`src/rtl/clock_pkg.sv`:
```
// Shared constants and types for the digital clock timekeeping path.
package clock_pkg;

    localparam int unsigned SEC_W = 6;
    localparam int unsigned MIN_W = 6;
    localparam int unsigned HR_W  = 5;

    localparam int unsigned SEC_MAX = 59;
    localparam int unsigned MIN_MAX = 59;
    localparam int unsigned HR_MAX  = 23;

    typedef enum logic [1:0] {
        MODE_RUN     = 2'b00,
        MODE_SET_HR  = 2'b01,
        MODE_SET_MIN = 2'b10,
        MODE_ILLEGAL = 2'b11
    } mode_e;

endpackage

```
`src/rtl/mod_counter.sv`:
```
// Modulo-(MAX+1) counter with synchronous clear; tc flags the wrapping increment.
module mod_counter #(
    parameter int unsigned WIDTH = 6,
    parameter int unsigned MAX   = 59
) (
    input  logic             clk,
    input  logic             rst_n,
    input  logic             clr,
    input  logic             en,
    output logic [WIDTH-1:0] q,
    output logic             tc
);

    logic [WIDTH-1:0] cnt_q;
    logic             at_max;

    // Exact equality detect; values above MAX are never produced.
    assign at_max = (cnt_q == WIDTH'(MAX));
    assign tc     = en & at_max;
    assign q      = cnt_q;

    // Clear has priority over increment; wrap to 0 after MAX.
    always_ff @(posedge clk) begin
        if (!rst_n) begin
            cnt_q <= '0;
        end else if (clr) begin
            cnt_q <= '0;
        end else if (en) begin
            cnt_q <= at_max ? '0 : cnt_q + WIDTH'(1);
        end
    end

endmodule

```
`src/rtl/clock_time_ctrl.sv`:
```
// Timekeeping controller: 1 Hz prescaler, sec/min/hr carry chain and button set modes.
module clock_time_ctrl
    import clock_pkg::*;
#(
    parameter int unsigned TICKS_PER_SEC = 50000000,
    parameter int unsigned PRESC_W       = 26
) (
    input  logic             clk,
    input  logic             rst_n,
    input  logic             run_en,
    input  logic             mode_btn,
    input  logic             inc_btn,
    output logic [SEC_W-1:0] sec,
    output logic [MIN_W-1:0] min,
    output logic [HR_W-1:0]  hr,
    output logic [1:0]       mode,
    output logic             blink,
    output logic             sec_tick
);

    mode_e              mode_q;
    logic [PRESC_W-1:0] presc_q;
    logic [PRESC_W-1:0] presc_next;
    logic               blink_q;
    logic               sec_tick_q;

    logic in_run;
    logic in_set_hr;
    logic in_set_min;
    logic presc_wrap;
    logic tick;
    logic inc_ok;
    logic sec_clr;
    logic sec_tc;
    logic min_en;
    logic min_tc;
    logic hr_en;
    logic unused_hr_tc;

    assign in_run     = (mode_q == MODE_RUN);
    assign in_set_hr  = (mode_q == MODE_SET_HR);
    assign in_set_min = (mode_q == MODE_SET_MIN);
    assign presc_wrap = (presc_q == PRESC_W'(TICKS_PER_SEC - 1));
    assign presc_next = presc_wrap ? '0 : presc_q + PRESC_W'(1);

    // A tick coinciding with mode_btn is dropped; mode_btn also masks inc_btn.
    assign tick    = in_run & run_en & presc_wrap & ~mode_btn;
    assign inc_ok  = inc_btn & ~mode_btn;
    assign sec_clr = in_run & mode_btn;

    // Carries only propagate in RUN; set-mode increments wrap within their own field.
    assign min_en = (in_run & sec_tc) | (in_set_min & inc_ok);
    assign hr_en  = (in_run & min_tc) | (in_set_hr & inc_ok);

    mod_counter #(
        .WIDTH (SEC_W),
        .MAX   (SEC_MAX)
    ) u_sec (
        .clk   (clk),
        .rst_n (rst_n),
        .clr   (sec_clr),
        .en    (tick),
        .q     (sec),
        .tc    (sec_tc)
    );

    mod_counter #(
        .WIDTH (MIN_W),
        .MAX   (MIN_MAX)
    ) u_min (
        .clk   (clk),
        .rst_n (rst_n),
        .clr   (1'b0),
        .en    (min_en),
        .q     (min),
        .tc    (min_tc)
    );

    mod_counter #(
        .WIDTH (HR_W),
        .MAX   (HR_MAX)
    ) u_hr (
        .clk   (clk),
        .rst_n (rst_n),
        .clr   (1'b0),
        .en    (hr_en),
        .q     (hr),
        .tc    (unused_hr_tc)
    );

    // Mode FSM, prescaler, blink and registered tick pulse.
    always_ff @(posedge clk) begin
        if (!rst_n) begin
            mode_q     <= MODE_RUN;
            presc_q    <= '0;
            blink_q    <= 1'b0;
            sec_tick_q <= 1'b0;
        end else begin
            sec_tick_q <= tick;
            case (mode_q)
                MODE_RUN: begin
                    if (mode_btn) begin
                        mode_q  <= MODE_SET_HR;
                        presc_q <= '0;
                        blink_q <= 1'b1;
                    end else begin
                        blink_q <= 1'b0;
                        if (run_en) begin
                            presc_q <= presc_next;
                        end
                    end
                end
                MODE_SET_HR: begin
                    if (mode_btn) begin
                        mode_q  <= MODE_SET_MIN;
                        presc_q <= '0;
                        blink_q <= 1'b1;
                    end else begin
                        presc_q <= presc_next;
                        if (presc_wrap) begin
                            blink_q <= ~blink_q;
                        end
                    end
                end
                MODE_SET_MIN: begin
                    // Restarting the prescaler gives a full second before the first increment.
                    if (mode_btn) begin
                        mode_q  <= MODE_RUN;
                        presc_q <= '0;
                        blink_q <= 1'b0;
                    end else begin
                        presc_q <= presc_next;
                        if (presc_wrap) begin
                            blink_q <= ~blink_q;
                        end
                    end
                end
                default: begin
                    mode_q <= MODE_RUN;
                end
            endcase
        end
    end

    assign mode     = mode_q;
    assign blink    = blink_q;
    assign sec_tick = sec_tick_q;

endmodule

```
`config.mk`:
```
export PLATFORM = sky130hd
export DESIGN_NAME = clock_time_ctrl
export DESIGN_NICKNAME = d
export VERILOG_FILES = /design/src/rtl/clock_pkg.sv /design/src/rtl/mod_counter.sv /design/src/rtl/clock_time_ctrl.sv
export SDC_FILE = /design/constraint.sdc
export NUM_CORES = 1
export LEC_CHECK = 0
export ABC_CLOCK_PERIOD_IN_PS = 2150
export BUFFER_PORTS_ARGS = -buffer_cell sky130_fd_sc_hd__buf_2
export CAP_MARGIN = 20
export CORE_MARGIN = 4
export CORE_UTILIZATION = 53
export DETAILED_ROUTE_END_ITERATION = 12
export PLACE_DENSITY_LB_ADDON = 0.25
export REMOVE_ABC_BUFFERS = 1
export SLEW_MARGIN = 20
export SYNTH_ARGS = -nofsm -noshare
export SYNTH_HDL_FRONTEND = slang
export SYNTH_SLANG_ARGS = --single-unit
```
`constraint.sdc`:
```
create_clock -name clk -period 2.15 [get_ports clk]
set_clock_uncertainty 0.1 [all_clocks]
set_input_delay 0.3225 -clock clk [delete_from_list [all_inputs] [get_ports clk]]
set_output_delay 0.3225 -clock clk [all_outputs]
set_load 0.1 [all_outputs]
```
==> impl_metrics.py, run 1 <==
metrics = {
    "worst_setup_path": {
        "critPathKind": "register to register",
        "r2r_end": "u_sec.q[5]",
        "crit_arrival_ns": 2.23,
        "reg2reg_slack_ns": 0.06,
        "worstRegToRegCells": 8,
        "cp-end-kind": "register",
        "reg2reg_from": "presc_q[0]",
        "crit_path_start": "presc_q[0]",
        "critPathRequiredTime_ns": 2.30,
        "critPathCapture": "u_sec.q[5]",
        "path_max_fanout": 4,
        "worstSetupStartpointType": "register",
    },
    "job": {
        "drv_cap": 0,
    },
    "outcome": {
        "status": "finished clean",
    },
    "synthesis": {
        "ys.flop_type": "dfxtp_1",
        "ys_seq_area_share_pct": 36.0,
        "yosys.area.top_type_share_pct": 36.0,
        "synth.top_cells.by_area": "dfxtp_1, xor2_1, nor2_1, nand2_1, ha_1",
        "syn_area_mm2": 0.00262,
        "ys_async_sr_fraction_pct": 0,
        "yosysWarnings": 0,
        "syn_area_per_cell_um2": 8.66,
        "synth.distinct_cells": 55,
        "yosysTopAreaCell": "dfxtp_1",
        "synth-seq-cells": 47,
        "syn_inst": 302,
        "synth_edf_count": 0,
    },
    "drt": {
        "drt-initial-drc-count": 117,
        "wl_per_cell_um": 14.7,
        "vias": 2405,
        "final_antenna_net_count": 0,
        "viasPerCell": 5.69,
        "wl_mm": 6.21,
        "first_pass_iters": 7,
        "drc_errors": 0,
    },
    "global_routing": {
        "grt_util_all_layers_pct": 20.4,
        "grt_max_degree": 19,
        "grt_pass1_vias": 2214,
        "antenna_found_initial": 0,
        "grt_overflow": 0,
        "grt_first_pass_wirelength_mm": 10.2,
    },
    "timing": {
        "worst_pin_slew_ns": 0.492,
        "timing.final.crit_period_ns": 2.09,
        "finalCritPeriodShare_pct": 97.0,
        "relSlewSlack_pct": 67.4,
        "hold_viol_final": 0,
        "setup_violations": 0,
        "final-max-slew-violation-count": 0,
        "timing.fmax_ghz": 0.480,
    },
    "layout": {
        "drive_gt1_share_pct": 25.6,
        "area_growth_pct": 23.3,
        "post-route-util_pct": 67.8,
        "n_antenna_cell": 0,
        "final_cell_mix": "dfxtp_1, nor2_1, nand2_1, buf_4, buf_2",
        "layout.cells.most_common": "dfxtp_1",
        "final.fill_count": 387,
        "final_cells": 423,
        "fin_nets": 369,
    },
    "floorplanning": {
        "die_h_um": 78.3,
        "row_count": 25,
        "ios": 26,
        "start_util_pct": 55.0,
        "core-area_mm2": 0.00475,
        "dieWidth_um": 78.3,
        "dieArea_mm2": 0.00612,
    },
    "clocking": {
        "cts_tree": "done",
        "path_clk_slew_ns": 0.10,
        "clockRootBuffer": "clkbuf_8",
        "cts-buffers-inserted": 5,
        "clockBufferDepth": 2,
        "clock_latency_ns": 0.31,
        "clock_sinks": 47,
        "cts_max_level": 2,
    },
    "placed_design": {
        "gp_congestion": 0.883,
        "placed_cells": 413,
        "numPortBuffers": 25,
        "dp_hpwl_mm": 4.44,
    },
    "power": {
        "powerDensity_mw_per_mm2": 576,
        "fin_total_pwr_mw": 1.86,
        "peakVddDrop_mv": 0.329,
        "leakage_nw": 1.32,
    },
    "worst_hold_path": {
        "hp-class": "primary input to register",
    },
}
-- through the flow --
step | area [µm²] | setup WS (ns) | TNS (ns) | hold WS (ns)
after floorplan | 2580 | -0.783 | -26.76 | 0.342
after global placement | 3000 | 0.106 | 0 | 0.363
after detailed placement | 3000 | 0.0259 | 0 | 0.377
after CTS | 3120 | 0.0218 | 0 | 0.320
after global routing | 3230 | -0.0224 | -0.0224 | 0.346
final | 3230 | 0.0650 | 0 | 0.330
-- power breakdown --
group | internal, mW | switching (mW) | leakage (nW)
registers | 0.887 | 0.0166 | 0.380
logic | 0.0993 | 0.197 | 0.880
clock network | 0.347 | 0.312 | 0.0581
-- cell usage after synthesis, drive strengths merged, types with 2 or more instances --
cell type  count
and2           4
nor3           4
a31oi          2
or2            2
inv            5
mux2i          7
nand2         34
nand2b         2
nor4b          4
or3            6
nor2          38
a21oi         12
dfxtp         47
and4           3
or4            2
ha             9
nor3b          7
o22ai          4
nand3b         3
nand3         19
nand4b         2
xnor2          6
clkbuf         3
nor2b          4
a32o           3
nor4           6
nand4         12
xor2          17
o21ai         14
and3           6
nor4bb         2
buf            5
-- state kept, by name, summed over array words and instances, names as in the netlist --
register / cells
u_hr.q: 5
presc_q: 26
blink: 1
u_sec.q: 6
u_min.q: 6
mode: 2
sec_tick: 1
-- kinds of logic after synthesis --
family                   share of synthesized area [%]
XOR/XNOR                                          7.70
AND/OR/NAND/NOR                                   37.2
multiplexers                                      2.68
buffers and inverters                             2.30
adder cells (fa/ha/maj)                           4.30
flip-flops                                        36.0
AO/OA/AOI/OAI                                     9.85
-- per-layer routing --
layer	vias up	routed length, µm	GRT usage (%)
met5	-	0	0
met4	0	85	6.82
met3	11	249	4.13
met2	56	2930	32.2
met1	1150	2940	27.8
li1	1188	-	-
-- cell type report --
cell class,count,area (µm²),area share [%]
clock buffer,5,68.8,2.13
clock inverter,3,43.8,1.36
inverter,6,22.5,0.698
multi-input combinational,241,1700,52.8
sequential,47,943,29.2
tap,67,83.8,2.60
timing repair buffer,54,359,11.1
-- critical path, stage by stage, from the launching register on --
cell,delay (ns)
dfxtp_2,0.37
ha_4,0.15
nand3_2,0.08
buf_4,0.16
nor4_4,0.44
buf_4,0.19
nand2_1,0.06
or3_1,0.34
a21oi_1,0.14
-- worst min-delay path by stage --
stage	end	cells after the start	start	slack, ns
after global placement	presc_q[1]	2	presc_q[1]	0.36
after detailed placement	presc_q[1]	2	presc_q[1]	0.38
after global routing	u_min.q[1]	3	rst_n	0.35
final	u_min.q[1]	3	rst_n	0.33
after floorplan	u_sec.q[1]	2	rst_n	0.34
after CTS	mode[1]	3	mode_btn	0.32
-- what timing repair did --
action / in CTS / in global routing
resized for setup: 0 / 16
setup endpoints to repair: 0 / 39
hold buffers: 0 / 0
buffers inserted: 0 / 2
(Power assumes the default switching activity.)
==> run 2, diff against run 1 <==
--- a/config.mk
+++ b/config.mk
@@ -6,12 +6,12 @@
 export NUM_CORES = 1
 export LEC_CHECK = 0
 export ABC_CLOCK_PERIOD_IN_PS = 2150
-export BUFFER_PORTS_ARGS = -buffer_cell sky130_fd_sc_hd__buf_2
 export CAP_MARGIN = 20
 export CORE_MARGIN = 4
-export CORE_UTILIZATION = 53
+export CORE_UTILIZATION = 54
 export DETAILED_ROUTE_END_ITERATION = 12
-export PLACE_DENSITY_LB_ADDON = 0.25
+export DONT_BUFFER_PORTS = 1
+export PLACE_DENSITY = 0.72
 export REMOVE_ABC_BUFFERS = 1
 export SLEW_MARGIN = 20
 export SYNTH_ARGS = -nofsm -noshare
==> run 2 against run 1 <==
  * Worst setup slack better by 0.023 ns
  * Hold slack worse by 0.28 ns
  * Combinational power down 2%
  * Sequential share of layout area up 0.25 points
  * First-iteration DRC count down 6.8%
  * Clock power up 0.8%
  * Via count down 3.4%
  * Largest cell class unchanged
  * Non-clock buffer count down 8
  * Count of clock-buffer cells in the layout unchanged
  * Utilization down 0.13 points
  * Critical path depth down 2
==> impl_metrics.py, run 2 (synthesized netlist as in run 1, its figures left out) <==
metrics = {
    "clocking": {
        "cts-buffers-inserted": 5,
        "clock_sinks": 47,
        "clock_latency_ns": 0.31,
        "clockBufferDepth": 2,
        "cts_max_level": 2,
        "path_clk_slew_ns": 0.09,
        "clockRootBuffer": "clkbuf_8",
        "cts_tree": "done",
        "holdBufCountCts": 0,
    },
    "timing": {
        "hold_viol_final": 0,
        "timing.fmax_ghz": 0.485,
        "relSlewSlack_pct": 59.5,
        "final-max-slew-violation-count": 0,
        "timing.final.crit_period_ns": 2.06,
        "worst_pin_slew_ns": 0.603,
        "finalCritPeriodShare_pct": 95.9,
        "setup_violations": 0,
    },
    "power": {
        "fin_total_pwr_mw": 1.86,
        "clock_power_share_pct": 35.7,
        "comb_power_share_pct": 15.6,
        "peakVddDrop_mv": 0.311,
        "pwr-share-seq_pct": 48.7,
        "swShare_pct": 27.9,
        "powerDensity_mw_per_mm2": 581,
        "p_switching_uw": 519,
        "p_int_mw": 1.34,
        "leakage_nw": 1.27,
    },
    "placed_design": {
        "dp_hpwl_mm": 4.29,
        "gp_congestion": 0.848,
        "numPortBuffers": 0,
    },
    "floorplanning": {
        "dieArea_mm2": 0.00602,
        "core-area_mm2": 0.00472,
        "row_count": 25,
        "ios": 26,
        "start_util_pct": 55.4,
        "die_h_um": 77.6,
        "dieWidth_um": 77.6,
    },
    "global_routing": {
        "grt_util_all_layers_pct": 19.7,
        "grt_pass1_vias": 2122,
        "grt_overflow": 0,
        "antenna_found_initial": 0,
        "grt_max_degree": 27,
        "grt_first_pass_wirelength_mm": 9.73,
    },
    "drt": {
        "viasPerCell": 5.60,
        "wl_mm": 5.83,
        "drc_errors": 0,
        "vias": 2324,
        "final_antenna_net_count": 0,
        "first_pass_iters": 4,
        "wl_per_cell_um": 14.0,
        "drt-initial-drc-count": 109,
    },
    "outcome": {
        "status": "finished clean",
    },
    "layout": {
        "area_growth_pct": 22.2,
        "drive_gt1_share_pct": 23.6,
        "n_antenna_cell": 0,
        "fin_nets": 361,
        "largest-register": "presc_q",
        "final_cell_mix": "dfxtp_1, buf_4, nor2_1, nand2_1, xor2_1",
        "largest_register_ffs": 26,
        "layout.cells.most_common": "dfxtp_1",
        "post-route-util_pct": 67.7,
    },
    "worst_setup_path": {
        "path_max_fanout": 4,
        "critPathRequiredTime_ns": 2.24,
        "crit_arrival_ns": 2.15,
        "critPathKind": "register to register",
        "cp-end-kind": "register",
        "worstSetupStartpointType": "register",
    },
    "worst_hold_path": {
        "hp-class": "primary input to register",
    },
    "job": {
        "drv_cap": 0,
    },
}
-- run 2: changes by cell type in the layout (fill, tap and decap cells not counted), moves of 2 or more --
cell     change
inv_1        -2
inv_2        +2
nand3_2      -2
buf_4       +17
buf_2       -25
-- run 2: final timing paths --
path                    from         end  slack [ns]  depth (start not counted)
setup / recovery  presc_q[0]  u_min.q[2]        0.09                          6
hold / removal         rst_n  u_sec.q[1]        0.05                          2
setup reg to reg  presc_q[0]  u_min.q[2]        0.09                          6
hold reg to reg    u_hr.q[4]   u_hr.q[4]        0.39                          2
-- run 2: power by group through the flow --
stage,combinational (mW),sequential (mW),clock (mW)
global placement,0.261,0.918,0
finish,0.290,0.904,0.664
global route,0.313,0.908,0.717
detailed placement,0.267,0.918,0
floorplan,0.116,0.989,0
CTS,0.271,0.899,0.677
-- run 2: layout make-up --
cell class | instances | area [µm²]
Multi-Input combinational cell | 241 | 1670
Timing Repair Buffer | 46 | 362
Fill cell | 389 | 1530
Tap cell | 67 | 83.8
Clock inverter | 3 | 43.8
Clock buffer | 5 | 68.8
Sequential cell | 47 | 943
Inverter | 6 | 22.5
-- run 2: timing repair --
action,4_1_cts,5_1_grt
endpoints found under the setup margin,14,25
pin swaps,1,6
gates resized for setup,3,12
buffers inserted,0,3
endpoints found under the hold margin,0,0
-- run 2: through the flow --
stage | worst slack, ns | TNS (ns) | area, µm² | hold WS [ns] | std cells
after floorplan | -0.783 | -26.76 | 2580 | 0.342 | 294
after global placement | -0.00195 | -0.00195 | 3000 | 0.367 | 404
after detailed placement | -0.114 | -0.589 | 3000 | 0.377 | 404
after CTS | 0.0148 | 0 | 3130 | 0.0537 | 412
after global routing | -0.00165 | -0.00165 | 3200 | 0.0377 | 415
final | 0.0880 | 0 | 3200 | 0.0518 | 415
-- run 2: per-layer routing --
metal	vias to the layer above	GRT usage, %	part of all wire, %
met1	1082	25.9	46
met2	56	31.5	48
met3	6	4.87	4.9
li1	1180	-	-
met4	0	6.41	1.0
met5	-	0	0
-- run 2: critical path, stage by stage (launching register included) --
cell and delay [ns]:
dfxtp_2 0.37, ha_4 0.16, nand3_4 0.12, or4_4 0.59, or3_4 0.38, a21boi_2 0.14
o22ai_1 0.07
==> run 3, diff against run 2 <==
--- a/config.mk
+++ b/config.mk
@@ -5,13 +5,13 @@
 export SDC_FILE = /design/constraint.sdc
 export NUM_CORES = 1
 export LEC_CHECK = 0
-export ABC_CLOCK_PERIOD_IN_PS = 2150
+export ABC_CLOCK_PERIOD_IN_PS = 2400
 export CAP_MARGIN = 20
 export CORE_MARGIN = 4
 export CORE_UTILIZATION = 54
 export DETAILED_ROUTE_END_ITERATION = 12
 export DONT_BUFFER_PORTS = 1
-export PLACE_DENSITY = 0.72
+export PLACE_DENSITY = 0.69
 export REMOVE_ABC_BUFFERS = 1
 export SLEW_MARGIN = 20
 export SYNTH_ARGS = -nofsm -noshare
==> constraint.sdc (replaced) <==
create_clock -name clk -period 2.4 [get_ports clk]
set_clock_uncertainty 0.1 [all_clocks]
set_input_delay 0.36 -clock clk [delete_from_list [all_inputs] [get_ports clk]]
set_output_delay 0.36 -clock clk [all_outputs]
set_load 0.1 [all_outputs]
==> run 3 against run 2 <==
  * Non-clock buffer count fell by 16
  * First-iteration DRC count fell by 5.5%
  * Global-route usage rose by 0.66 points
  * Die area did not move
  * Utilization fell by 4.6 points
  * Power fell by 20%
  * Critical path depth did not move
  * Critical endpoint unchanged
  * Register-to-register slack improved by 0.07 ns
  * Combinational power fell by 26%
  * Clock power fell by 30%
  * Routed wire length fell by 2.5%
==> impl_metrics.py, run 3 (synthesized netlist as in run 1, its figures left out) <==
metrics = {
    "timing": {
        "fin_setup_tns_ns": 0,
        "rsz0062_at_grt": "no",
        "timing.final.crit_period_ns": 2.24,
        "finalCritPeriodShare_pct": 93.2,
        "hold_viol_final": 0,
        "timing.fmax_ghz": 0.447,
        "worst_slack_ns": 0.163,
        "worst_pin_slew_ns": 0.502,
        "relSlewSlack_pct": 66.1,
        "worst_hold_slack_ns": 0.0792,
        "setup_violations": 0,
        "final-max-slew-violation-count": 0,
    },
    "placed_design": {
        "placed_cells": 391,
        "post-place-ws_ns": 0.169,
        "placed_cell_area_mm2": 0.00290,
        "numPortBuffers": 0,
        "dp_hpwl_mm": 4.26,
        "gp_congestion": 0.823,
    },
    "layout": {
        "drive_gt1_share_pct": 16.9,
        "n_antenna_cell": 0,
        "design_area_mm2": 0.00298,
        "largest-register": "presc_q",
        "final_cells": 399,
        "layout.cells.most_common": "dfxtp_1",
        "fin_nets": 345,
        "post-route-util_pct": 63.1,
        "final_cell_mix": "dfxtp_1, nor2_1, nand2_1, buf_4, xor2_1",
        "largest_register_ffs": 26,
        "area_growth_pct": 14.0,
    },
    "global_routing": {
        "antenna_found_initial": 0,
        "grt_first_pass_wirelength_mm": 10.1,
        "grt_overflow": 0,
        "grt_pass1_vias": 2238,
        "grt_util_all_layers_pct": 20.4,
        "grt_max_degree": 27,
    },
    "clocking": {
        "holdBufCountCts": 0,
        "post_cts_buffers": 0,
        "clockRootBuffer": "clkbuf_8",
        "cts-buffers-inserted": 5,
        "clock_sinks": 47,
        "cts_resized": 0,
        "path_clk_slew_ns": 0.08,
        "cts_max_level": 2,
        "clockBufferDepth": 2,
        "cts_tree": "done",
        "clock_latency_ns": 0.30,
    },
    "worst_setup_path": {
        "crit_arrival_ns": 2.32,
        "reg2reg_from": "presc_q[0]",
        "path_depth": 6,
        "worstSetupStartpointType": "register",
        "path_buf_inv": 0,
        "critPathCapture": "u_min.q[2]",
        "critPathRequiredTime_ns": 2.48,
        "cp-end-kind": "register",
        "path_max_fanout": 4,
        "reg2reg_slack_ns": 0.16,
        "max_stage_delay_ns": 0.61,
        "crit_path_start": "presc_q[0]",
        "critPathKind": "register to register",
        "worstRegToRegCells": 6,
        "crit_family": "simple AND/OR/NAND/NOR gates",
        "cp_cell_sequence": "ha_1 > nand3_2 > or4_4 > or3_4 > a21boi_1 > o22ai_1",
        "r2r_end": "u_min.q[2]",
        "crit_path_top_delay_cell": "or4_4",
    },
    "drt": {
        "viasPerCell": 5.66,
        "vias": 2258,
        "wl_mm": 5.68,
        "drc_errors": 0,
        "final_antenna_net_count": 0,
        "first_pass_iters": 4,
        "wl_per_cell_um": 14.2,
        "drt-initial-drc-count": 103,
    },
    "power": {
        "fin_total_pwr_mw": 1.48,
        "powerDensity_mw_per_mm2": 497,
        "leakage_nw": 1.17,
        "peakVddDrop_mv": 0.269,
    },
    "floorplanning": {
        "dieArea_mm2": 0.00602,
        "ios": 26,
        "dieWidth_um": 77.6,
        "row_count": 25,
        "die_h_um": 77.6,
        "start_util_pct": 55.4,
        "core-area_mm2": 0.00472,
    },
    "worst_hold_path": {
        "hp-class": "primary input to register",
    },
    "job": {
        "drv_cap": 0,
    },
    "outcome": {
        "status": "finished clean",
    },
}
==> run 3: how the worst min path moves through the flow <==
stage                     depth (start not counted)         end       start  slack [ns]
after detailed placement                          2  presc_q[1]  presc_q[1]        0.39
after global routing                              2  u_sec.q[1]       rst_n        0.08
after global placement                            2  presc_q[1]  presc_q[1]        0.36
after floorplan                                   2  presc_q[1]  presc_q[1]        0.35
after CTS                                         2  u_sec.q[1]       rst_n        0.07
final                                             2  u_sec.q[1]       rst_n        0.08
==> run 3: routing by layer <==
metal / part of all wire, % / track usage (%) / vias to the layer above
met5: 0 / 0 / -
met4: 1.2 / 6.41 / 0
met3: 3.7 / 4.52 / 5
met2: 49 / 35.4 / 34
met1: 46 / 24.7 / 1078
li1: - / - / 1141
==> run 3: layout make-up <==
cell class                      count  area (µm²)
Sequential cell                    47         941
Inverter                            6        22.5
Tap cell                           67        83.8
Clock inverter                      1        5.00
Timing Repair Buffer               30         238
Multi-Input combinational cell    241        1620
Fill cell                         444        1740
Clock buffer                        7        76.3
==> run 3: where the power goes <==
| group | internal [mW] | switching (mW) | total, mW |
|---|---|---|---|
| Combinational | 0.0638 | 0.150 | 0.214 |
| Clock | 0.205 | 0.258 | 0.463 |
| Sequential | 0.793 | 0.0126 | 0.806 |
| Total | 1.06 | 0.421 | 1.48 |
